[src/rtl/rr_mux_arbiter_if.sv]
// Valid/ready stream with a packet delimiter.
// The arbiter uses the slave view on each requester and the master view toward the consumer.
interface rr_mux_arbiter_if #(
  parameter int DATA_W = 8
);
  logic              valid;
  logic              ready;
  logic [DATA_W-1:0] data;
  logic              last;

  modport master (output valid, output data, output last, input ready);
  modport slave  (input valid, input data, input last, output ready);
endinterface

[src/rtl/rr_mux_arbiter.sv]
// Two-way round-robin packet arbiter feeding a registered 2:1 stream mux.
// The grant is held from the first beat of a packet through its last beat.
module rr_mux_arbiter #(
  parameter int DATA_W = 8
) (
  input  logic              clk,
  input  logic              rst_n,
  rr_mux_arbiter_if.slave   in0,
  rr_mux_arbiter_if.slave   in1,
  rr_mux_arbiter_if.master  out,
  output logic              sel,
  output logic              busy
);

  typedef enum logic [1:0] {IDLE, GRANT0, GRANT1} state_t;

  state_t            state;
  state_t            state_nxt;
  logic              ptr;
  logic              rdy0;
  logic              rdy1;
  logic              xfer0;
  logic              xfer1;
  logic              out_valid_r;
  logic              out_last_r;
  logic [DATA_W-1:0] out_data_r;

  assign xfer0 = in0.valid & rdy0;
  assign xfer1 = in1.valid & rdy1;

  // sel follows the granted requester and keeps its old value while idle
  always_ff @(posedge clk or negedge rst_n) begin
    if (!rst_n) begin
      state <= IDLE;
      ptr   <= 1'b1;
      sel   <= 1'b0;
    end else begin
      state <= state_nxt;
      if (xfer0 && in0.last) ptr <= 1'b0;
      else if (xfer1 && in1.last) ptr <= 1'b1;
      if (state_nxt == GRANT1) sel <= 1'b1;
      else if (state_nxt == GRANT0) sel <= 1'b0;
    end
  end

  // Re-arbitrate on the last-beat edge so back-to-back packets have no idle bubble
  always_comb begin
    state_nxt = state;
    case (state)
      IDLE: begin
        if (in0.valid && in1.valid) state_nxt = ptr ? GRANT0 : GRANT1;
        else if (in0.valid)         state_nxt = GRANT0;
        else if (in1.valid)         state_nxt = GRANT1;
      end
      GRANT0: begin
        if (xfer0 && in0.last) begin
          if (in1.valid)      state_nxt = GRANT1;
          else if (in0.valid) state_nxt = GRANT0;
          else                state_nxt = IDLE;
        end
      end
      GRANT1: begin
        if (xfer1 && in1.last) begin
          if (in0.valid)      state_nxt = GRANT0;
          else if (in1.valid) state_nxt = GRANT1;
          else                state_nxt = IDLE;
        end
      end
      default: state_nxt = IDLE;
    endcase
  end

  // Readies depend only on state and the output register, never on the requesters' valids
  always_comb begin
    rdy0 = 1'b0;
    rdy1 = 1'b0;
    busy = (state != IDLE);
    if (state == GRANT0) rdy0 = !out_valid_r || out.ready;
    if (state == GRANT1) rdy1 = !out_valid_r || out.ready;
  end

  assign in0.ready = rdy0;
  assign in1.ready = rdy1;

  // A new transfer reloads the register even while the old beat drains, for 1 beat/cycle
  always_ff @(posedge clk or negedge rst_n) begin
    if (!rst_n) begin
      out_valid_r <= 1'b0;
      out_data_r  <= '0;
      out_last_r  <= 1'b0;
    end else if (xfer0 || xfer1) begin
      out_valid_r <= 1'b1;
      out_data_r  <= (state == GRANT1) ? in1.data : in0.data;
      out_last_r  <= (state == GRANT1) ? in1.last : in0.last;
    end else if (out.ready) begin
      out_valid_r <= 1'b0;
    end
  end

  assign out.valid = out_valid_r;
  assign out.data  = out_data_r;
  assign out.last  = out_last_r;

endmodule

[src/flat_wrapper.sv]
// flat-port wrapper written by rule: the top's interface ports become plain ports
module rr_mux_arbiter_flat 
#(
  parameter int DATA_W = 8
)
  (clk, rst_n, sel, busy, in0_valid, in0_data, in0_last, in0_ready, in1_valid, in1_data, in1_last, in1_ready, out_valid, out_data, out_last, out_ready);
  rr_mux_arbiter_if #(.DATA_W(DATA_W)) in0_i ();
  rr_mux_arbiter_if #(.DATA_W(DATA_W)) in1_i ();
  rr_mux_arbiter_if #(.DATA_W(DATA_W)) out_i ();
  input  logic clk;
  input  logic rst_n;
  output logic sel;
  output logic busy;
  input wire logic [$bits(in0_i.valid)-1:0] in0_valid;
  input wire logic [$bits(in0_i.data)-1:0] in0_data;
  input wire logic [$bits(in0_i.last)-1:0] in0_last;
  output wire logic [$bits(in0_i.ready)-1:0] in0_ready;
  input wire logic [$bits(in1_i.valid)-1:0] in1_valid;
  input wire logic [$bits(in1_i.data)-1:0] in1_data;
  input wire logic [$bits(in1_i.last)-1:0] in1_last;
  output wire logic [$bits(in1_i.ready)-1:0] in1_ready;
  output wire logic [$bits(out_i.valid)-1:0] out_valid;
  output wire logic [$bits(out_i.data)-1:0] out_data;
  output wire logic [$bits(out_i.last)-1:0] out_last;
  input wire logic [$bits(out_i.ready)-1:0] out_ready;
  assign in0_i.valid = in0_valid;
  assign in0_i.data = in0_data;
  assign in0_i.last = in0_last;
  assign in0_ready = in0_i.ready;
  assign in1_i.valid = in1_valid;
  assign in1_i.data = in1_data;
  assign in1_i.last = in1_last;
  assign in1_ready = in1_i.ready;
  assign out_valid = out_i.valid;
  assign out_data = out_i.data;
  assign out_last = out_i.last;
  assign out_i.ready = out_ready;
  rr_mux_arbiter #(.DATA_W(DATA_W)) u_core (.clk(clk), .rst_n(rst_n), .in0(in0_i), .in1(in1_i), .out(out_i), .sel(sel), .busy(busy));
endmodule
[config.mk]
export PLATFORM = sky130hd
export DESIGN_NAME = rr_mux_arbiter_flat
export DESIGN_NICKNAME = d
export VERILOG_FILES = /design/src/rtl/rr_mux_arbiter_if.sv /design/src/rtl/rr_mux_arbiter.sv /design/src/flat_wrapper.sv
export SDC_FILE = /design/constraint.sdc
export NUM_CORES = 1
export LEC_CHECK = 0
export CAP_MARGIN = 20
export CORE_MARGIN = 2
export CORE_UTILIZATION = 45
export CTS_BUF_LIST = sky130_fd_sc_hd__clkbuf_4 sky130_fd_sc_hd__clkbuf_8
export DETAILED_ROUTE_END_ITERATION = 8
export GPL_ROUTABILITY_DRIVEN = 0
export PLACE_DENSITY = 0.95
export REMOVE_ABC_BUFFERS = 1
export SLEW_MARGIN = 20
export SYNTH_ARGS = -nofsm -noshare
export SYNTH_HDL_FRONTEND = slang
export SYNTH_SLANG_ARGS = --single-unit
[constraint.sdc]
create_clock -name clk -period 3 [get_ports clk]
set_input_delay 0.45 -clock clk [delete_from_list [all_inputs] [get_ports clk]]
set_output_delay 0.45 -clock clk [all_outputs]
set_load 0.01 [all_outputs]
==> results.md, run 1 <==
- Peak Freq: 421 MHz
- Routed wire length: 1870 um
- Placed Cells: 122
- Final worst path period need: 2.37 ns
- Tot GR Track Use: 20.6%
- Run status: finished, final reports clean
- Fin. Hold Viols: 0
- Worst slew pin tran: 0.618 ns
- Leak Pwr: 0.507 nW
- Cts repair resizes: 0
- Switching Share: 33.6%
- Yosys warns: 0
- GRT overflow: 0
- Layout area overhead: 50.1%
- Worst min path class: register to register
- Netlist Area Pre-Place: 810 um^2
- CP Max Fanout: 10
- Synth top area share: 40.2%
- Biggest area consumer among synthesized cells: dfrtp_1
- Initial antenna violation count: 0
- # diodes: 0
- Reg-to-Reg End: u_core.sel
- Max Cap Viol: 0
- Synthesis-stage register bit count: 14
- Rel. slew slack: 58.7%
- Antenna-violating nets left: 0
- Reg-to-Reg Start: u_core.state[0]
- Clock Sinks: 14
- Non-filler cells, final: 126
- Initial DRT Pass Iterations: 4
- TritonCTS Buffers: 3
- Row Count: 15
- First-iteration detailed-routing DRC count: 6
- Final period util: 79.2%
- IO buf count: 36
- Crit start category: register
- Root Driver: clkbuf_4
- Final hold slack: 0.521 ns
- Sequential share of the synthesized area: 43.4%
- CTS tree: done
- Die extent in x: 46.4 um
- Clock Tree Buf Depth: 2
- Worst-path clk slew: 0.09 ns
- Hold Path Origin: u_core.out.data[3]
- Drt drc: 0
- Pin count of the biggest net entering global routing: 15
- Power Dens Cells: 957 nW/um^2
- H-tree Lvls: 1
- DP Area: 1180 um^2
- Post-synth cell types: 26
- TNS Setup: 0 ns
- Global-route wire length before repair: 2970 um
- Arr. time, crit path: 1.92 ns
- Die area: 2150 um^2
- Via/cell ratio: 5.26
- Final setup vio count: 0
- RSZ-0062 raised after global routing: no
- Post-Synthesis Cells: 63
- Vias in the first global route: 665
- Die Span Y: 46.4 um
- Boundary pin count: 37
- Peak VDD IR: 0.513 mV
- Element type at the critical path end: output pin
- Hold Crit Endpoint: u_core.out.data[3]
- DP HPWL: 1490 um
- Avg Inst Size Synth: 12.8 um^2
- Clock latency on the worst-skew pair: 0.29 ns
- Seq pwr share: 30.6%
- Pint: 772 uW
- Clock Skew: 0.00340 ns
- Nets@finish: 126
- Cell types occupying the most area after synthesis: dfrtp_1 40%, mux2_4 17%, mux2_2 11%
- Gate power share: 57.5%
- Tot Pwr: 1.16 mW
- Finished Cell Area: 1210 um^2
- Initial Utilization: 47.4%
- R2R setup slack: 1.00 ns
- Critical path required time: 2.55 ns
- Register-to-Register Path Depth: 5
- Slew Viols, Final: 0
- Share of layout cells above drive strength 1: 25.7%
- Clk pwr share: 11.9%
- DR vias: 663
- Post-CTS Setup Repair Bufs: 0
- # hold bufs at CTS: 0
- Core Box Area: 1710 um^2
- Switching Power: 391 uW
- WHS Path Cells: 1
- Routed len/inst: 14.9 um
- Kind of critical path: register to output pin
==> metrics by stage <==
stage	worst slack [ns]	util, %
2_1_floorplan	1.21	-
3_3_place_gp	0.728	69.0
3_5_place_dp	0.601	69.0
4_1_cts	0.635	71.1
5_1_grt	0.500	71.1
6_report	0.625	71.1
==> cell families after synthesis <==
family | count (synthesis) | synth area share, %
DFF | 14 | 43.4
and+or+nand+nor | 17 | 13.4
muxes | 17 | 27.8
buffers and inverters | 5 | 4.17
adders and majority gates | 1 | 1.55
AOI/OAI and AO/OA | 9 | 9.58
==> synth_stat cells <==
cell type,instances
or2_2,1
buf_6,2
o32ai_1,1
nor2b_1,1
nand2_1,3
dfrtp_1,13
mux2_4,9
nor2_1,1
o21a_1,1
inv_1,3
and4b_2,1
nand2b_1,2
ha_1,1
nor2b_4,1
nor3_1,2
nand3b_1,2
a21boi_0,1
dfstp_2,1
mux2_2,8
nor4b_1,1
a32oi_1,1
nand3_1,2
o221ai_1,1
o21ai_0,2
a32o_1,1
a21oi_4,1
==> critical path, cell delays in order (launching register included) <==
cell and delay, ns:
dfrtp_1 0.50, nor2b_4 0.41, nand2_1 0.13, inv_1 0.07, clkdlybuf4s50_1 0.53
==> placed cells by master, fill, tap and decap left out, drive strengths merged <==
cell and count:
clkdlybuf4s50 36, mux2 17, dfrtp 13, clkbuf 4, inv 3, nand2 3
nand2b 2, nand3 2, o21ai 2, nor3 2, nand3b 2, nor2b 2
or2 1, a21boi 1, o32ai 1, and4b 1, nor2 1, a32o 1
nor4b 1, a32oi 1, a21oi 1, o21a 1, o221ai 1, ha 1
dfstp 1
==> final cells by class <==
type / count / area (um^2)
fill: 122 / 493
multi-input combinational: 44 / 424
timing repair buffer: 36 / 360
sequential: 14 / 352
clock buffer: 4 / 36.3
tap: 25 / 31.3
inverter: 3 / 11.3
==> routing by layer <==
metal | track usage (%) | share of wire, % | vias up
li1 | - | - | 307
met5 | 0 | 0 | -
met1 | 20.8 | 36 | 334
met3 | 6.67 | 5.1 | 5
met4 | 8.57 | 1.6 | 0
met2 | 38.1 | 57 | 17
==> state kept, by name, summed over array words and instances (netlist names) <==
register / count
u_core.out.last: 1
u_core.ptr: 1
u_core.out.valid: 1
u_core.out.data: 8
u_core.state: 2
u_core.sel: 1
==> worst max-delay path by stage <==
stage	startpoint	end	depth (start not counted)
final	u_core.state[1]	in1_ready	4
after detailed placement	in1_valid	u_core.sel	6
after CTS	u_core.state[1]	in1_ready	4
after global routing	u_core.state[1]	in1_ready	4
after global placement	out_ready	in0_ready	4
after floorplan	u_core.out.valid	u_core.sel	5
==> power by group through the flow <==
| stage | clock network, mW | logic, mW | registers [mW] |
|---|---|---|---|
| 2_1_floorplan | 0 | 0.355 | 0.384 |
| 3_3_place_gp | 0 | 0.650 | 0.351 |
| 3_5_place_dp | 0 | 0.673 | 0.359 |
| 4_1_cts | 0.140 | 0.675 | 0.356 |
| 5_1_grt | 0.149 | 0.714 | 0.369 |
| 6_report | 0.139 | 0.668 | 0.356 |
Note: power is estimated with default switching activity, not from simulation.
==> run 2, diff against run 1 <==
--- a/config.mk
+++ b/config.mk
@@ -7,11 +7,11 @@
 export LEC_CHECK = 0
 export CAP_MARGIN = 20
 export CORE_MARGIN = 2
-export CORE_UTILIZATION = 45
+export CORE_UTILIZATION = 42
 export CTS_BUF_LIST = sky130_fd_sc_hd__clkbuf_4 sky130_fd_sc_hd__clkbuf_8
 export DETAILED_ROUTE_END_ITERATION = 8
 export GPL_ROUTABILITY_DRIVEN = 0
-export PLACE_DENSITY = 0.95
+export PLACE_DENSITY = 0.91
 export REMOVE_ABC_BUFFERS = 1
 export SLEW_MARGIN = 20
 export SYNTH_ARGS = -nofsm -noshare
==> constraint.sdc (replaced) <==
create_clock -name clk -period 2.36 [get_ports clk]
set_input_delay 0.354 -clock clk [delete_from_list [all_inputs] [get_ports clk]]
set_output_delay 0.354 -clock clk [all_outputs]
set_load 0.01 [all_outputs]
==> results.md, run 2 (synthesis results as in run 1) <==
- Element type at the critical path end: output pin
- DP Area: 1190 um^2
- Worst slew pin tran: 0.639 ns
- Tot GR Track Use: 19.5%
- Routed len/inst: 14.5 um
- Via/cell ratio: 5.16
- Arr. time, crit path: 1.77 ns
- Crit path to: in0_ready
- Worst min path class: primary input to asynchronous set/reset pin
- CP Max Fanout: 5
- Routed wire length: 1850 um
- Initial antenna violation count: 0
- Die extent in x: 47.9 um
- Most Frequent Cell on Critical Path: clkdlybuf4s50_1
- Critical path required time: 2.01 ns
- Rel. slew slack: 57.3%
- # hold bufs at CTS: 0
- Clock Skew: 0.00114 ns
- IO buf count: 36
- Layout area overhead: 51.0%
- Reg-to-Reg Start: u_core.state[0]
- DP HPWL: 1440 um
- Non-filler cells, final: 127
- Final worst path period need: 2.12 ns
- GRT overflow: 0
- Power Dens Cells: 1210 nW/um^2
- TNS Setup: 0 ns
- DR vias: 655
- TritonCTS Buffers: 3
- Reg-to-Reg End: u_core.sel
- Vias in the first global route: 637
- CP max-delay cell: clkdlybuf4s50_1
- Run status: finished, final reports clean
- Die area: 2290 um^2
- Worst-path clk slew: 0.09 ns
- Crit start category: primary input
- First-iteration detailed-routing DRC count: 4
- Clock Tree Buf Depth: 2
- RSZ-0062 raised after global routing: no
- R2R setup slack: 0.44 ns
- Initial DRT Pass Iterations: 4
- Antenna-violating nets left: 0
- Number of flip-flops in the largest register: 8
- Post-CTS Setup Repair Bufs: 0
- Row Count: 15
- Placed Cells: 123
- Boundary pin count: 37
- Crit path from: out_ready
- Drt drc: 0
- Peak Freq: 471 MHz
- Slowest Stage Delay on Critical Path: 0.50 ns
- Finished Cell Area: 1220 um^2
- Final period util: 89.9%
- Most frequent cells in the layout: 36 x clkdlybuf4s50_1, 13 x dfrtp_1, 9 x mux2_4
- Final setup vio count: 0
- Max Cap Viol: 0
- CTS tree: done
- Clock Sinks: 14
- Slew Viols, Final: 0
- Critical-path cell list: clkdlybuf4s50_1, nor2b_1, nor3_1, clkdlybuf4s50_1
- Die Span Y: 47.9 um
- Nets@finish: 127
- Kind of critical path: primary input to output pin
- Global-route wire length before repair: 3000 um
- Leak Pwr: 0.512 nW
- Cts repair resizes: 0
- # diodes: 0
- Share of layout cells above drive strength 1: 26.5%
- Register-to-Register Path Depth: 5
- Fin. Hold Viols: 0
- Clock latency on the worst-skew pair: 0.28 ns
- Root Driver: clkbuf_4
- Core Box Area: 1760 um^2
- Initial Utilization: 45.9%
- H-tree Lvls: 1
- Pin count of the biggest net entering global routing: 15
- Peak VDD IR: 0.763 mV
- Most common cell after layout, fill and taps aside: clkdlybuf4s50_1
==> run 2: cell count changes in the layout (fill, tap and decap cells not counted) <==
cell	delta
buf_4	+1
==> run 2: critical path, delay by kind of cell <==
kind,cells,cell delay [ns]
buffers and inverters,2,0.92
and+or+nand+nor,2,0.50
==> run 2: report_power, final <==
part,leakage [nW],switching [mW],internal (mW)
clock network,0.0210,0.0840,0.0940
logic,0.325,0.320,0.533
registers,0.166,0.0889,0.365
==> run 2: area by class of cell <==
class / count / area [um^2]
fillers: 148 / 542
multi-input cells: 44 / 424
repair buffers: 37 / 368
flip-flops and latches: 14 / 352
clock buffers: 4 / 36.3
well taps: 25 / 31.3
inverters: 3 / 11.3
==> run 2: worst min path at each step <==
stage                            start                  to  cells past startpoint
floorplan                        rst_n  u_core.out.data[0]                      0
global route                     rst_n  u_core.out.data[0]                      1
detailed placement  u_core.out.data[2]  u_core.out.data[2]                      1
CTS                              rst_n     u_core.out.last                      1
finish                           rst_n  u_core.out.data[0]                      1
global placement    u_core.out.data[2]  u_core.out.data[2]                      1
==> run 2: per-layer routing <==
layer	track usage (%)	wire [um]
met1	22.7	753
met2	33.9	962
met3	7.17	110
met4	4.86	21
met5	0	0
==> run 2: through the flow <==
step                hold slack [ns]  total power, mW  utilization [%]  worst slack, ns
floorplan                    0.0584            0.940                -            0.572
global placement              0.491             1.30             67.2            0.215
detailed placement            0.494             1.32             67.2            0.155
CTS                           0.465             1.50             69.3            0.247
global route                  0.496             1.58             69.3            0.140
finish                        0.457             1.48             69.3            0.239
==> run 3, diff against run 2 <==
--- a/config.mk
+++ b/config.mk
@@ -11,7 +11,7 @@
 export CTS_BUF_LIST = sky130_fd_sc_hd__clkbuf_4 sky130_fd_sc_hd__clkbuf_8
 export DETAILED_ROUTE_END_ITERATION = 8
 export GPL_ROUTABILITY_DRIVEN = 0
-export PLACE_DENSITY = 0.91
+export PLACE_DENSITY = 0.81
 export REMOVE_ABC_BUFFERS = 1
 export SLEW_MARGIN = 20
 export SYNTH_ARGS = -nofsm -noshare
==> results.md, run 3 (synthesis results as in run 1) <==
- Run status: finished, final reports clean
- Final period util: 89.2%
- H-tree Lvls: 1
- Cts repair resizes: 0
- Layout area overhead: 50.2%
- Clock Skew: 0.00312 ns
- Number of flip-flops in the largest register: 8
- Arr. time, crit path: 1.75 ns
- Boundary pin count: 37
- Routed wire length: 1760 um
- Core Box Area: 1760 um^2
- Reg-to-Reg Start: u_core.state[0]
- Element type at the critical path end: output pin
- Clock Sinks: 14
- Post-route core utilization: 68.9%
- Non-filler cells, final: 127
- Leak Pwr: 0.509 nW
- Initial Utilization: 45.9%
- Peak Freq: 475 MHz
- Clock Tree Buf Depth: 2
- Clock latency on the worst-skew pair: 0.28 ns
- Final setup vio count: 0
- Rel. slew slack: 56.2%
- Die area: 2290 um^2
- Critical path required time: 2.01 ns
- Pin count of the biggest net entering global routing: 15
- Via/cell ratio: 5.08
- Most common cell after layout, fill and taps aside: clkdlybuf4s50_1
- CP Max Fanout: 5
- Most frequent cells in the layout: 36 x clkdlybuf4s50_1, 13 x dfrtp_1, 9 x mux2_4
- Tot GR Track Use: 17.5%
- CTS tree: done
- Placed Cells: 123
- TritonCTS Buffers: 3
- Crit start category: primary input
- Worst slew pin tran: 0.655 ns
- Row Count: 15
- Initial DRT Pass Iterations: 4
- Share of layout cells above drive strength 1: 26.5%
- Final worst path period need: 2.11 ns
- Peak VDD IR: 0.683 mV
- Global-route wire length before repair: 2690 um
- Initial antenna violation count: 0
- Worst min path class: primary input to asynchronous set/reset pin
- IO buf count: 36
- TNS Setup: 0 ns
- Slew Viols, Final: 0
- Routed len/inst: 13.9 um
- Drt drc: 0
- # diodes: 0
- Post-CTS Setup Repair Bufs: 0
- Vias in the first global route: 622
- Nets@finish: 127
- Crit path from: out_ready
- Worst-path clk slew: 0.09 ns
- RSZ-0062 raised after global routing: no
- Antenna-violating nets left: 0
- Die extent in x: 47.9 um
- Root Driver: clkbuf_4
- Max Cap Viol: 0
- GRT overflow: 0
- Die Span Y: 47.9 um
- Power Dens Cells: 1200 nW/um^2
- DP HPWL: 1340 um
- Fin. Hold Viols: 0
- DR vias: 645
- First-iteration detailed-routing DRC count: 10
- Kind of critical path: primary input to output pin
- # hold bufs at CTS: 0
==> run 3: layer usage <==
| metal | vias to the layer above | share of wire (%) | GRT usage [%] |
|---|---|---|---|
| met5 | - | 0 | 0 |
| met4 | 0 | 1.1 | 11.4 |
| met3 | 2 | 3.0 | 1.51 |
| met2 | 17 | 56 | 31.7 |
| met1 | 315 | 40 | 19.3 |
| li1 | 311 | - | - |
==> run 3: worst max-delay path: stages <==
cell,delay [ns]
clkdlybuf4s50_1,0.41
nor2b_1,0.39
nor3_1,0.10
clkdlybuf4s50_1,0.49
==> run 3: power by group <==
part	switching (mW)	internal [mW]
combinational	0.316	0.533
clock	0.0814	0.0771
sequential	0.0843	0.364
total	0.482	0.974
==> run 3: area by class of cell <==
type	instances	area [um^2]
Inverter	3	11.3
Timing Repair Buffer	37	368
Fill cell	149	548
Tap cell	25	31.3
Clock buffer	4	30.0
Sequential cell	14	352
Multi-Input combinational cell	44	424
==> run 3: stage by stage <==
step	hold WS [ns]	area [um^2]	setup slack [ns]	power [mW]
after detailed placement	0.495	1190	0.110	1.31
after global routing	0.506	1220	0.207	1.55
final	0.465	1220	0.254	1.46
after floorplan	0.0584	787	0.572	0.940
after global placement	0.491	1190	0.200	1.29
after CTS	0.479	1220	0.282	1.48
==> run 3: path summary, 6_finish.rpt <==
check | end | depth (start not counted) | slack (ns)
hold reg to reg | u_core.out.data[5] | 1 | 0.52
max in group asynchronous | u_core.out.valid | 1 | 1.47
setup / recovery | in0_ready | 4 | 0.25
setup reg to reg | u_core.sel | 5 | 0.42
min in group clk | u_core.out.data[5] | 1 | 0.52
hold / removal | u_core.out.data[2] | 1 | 0.46
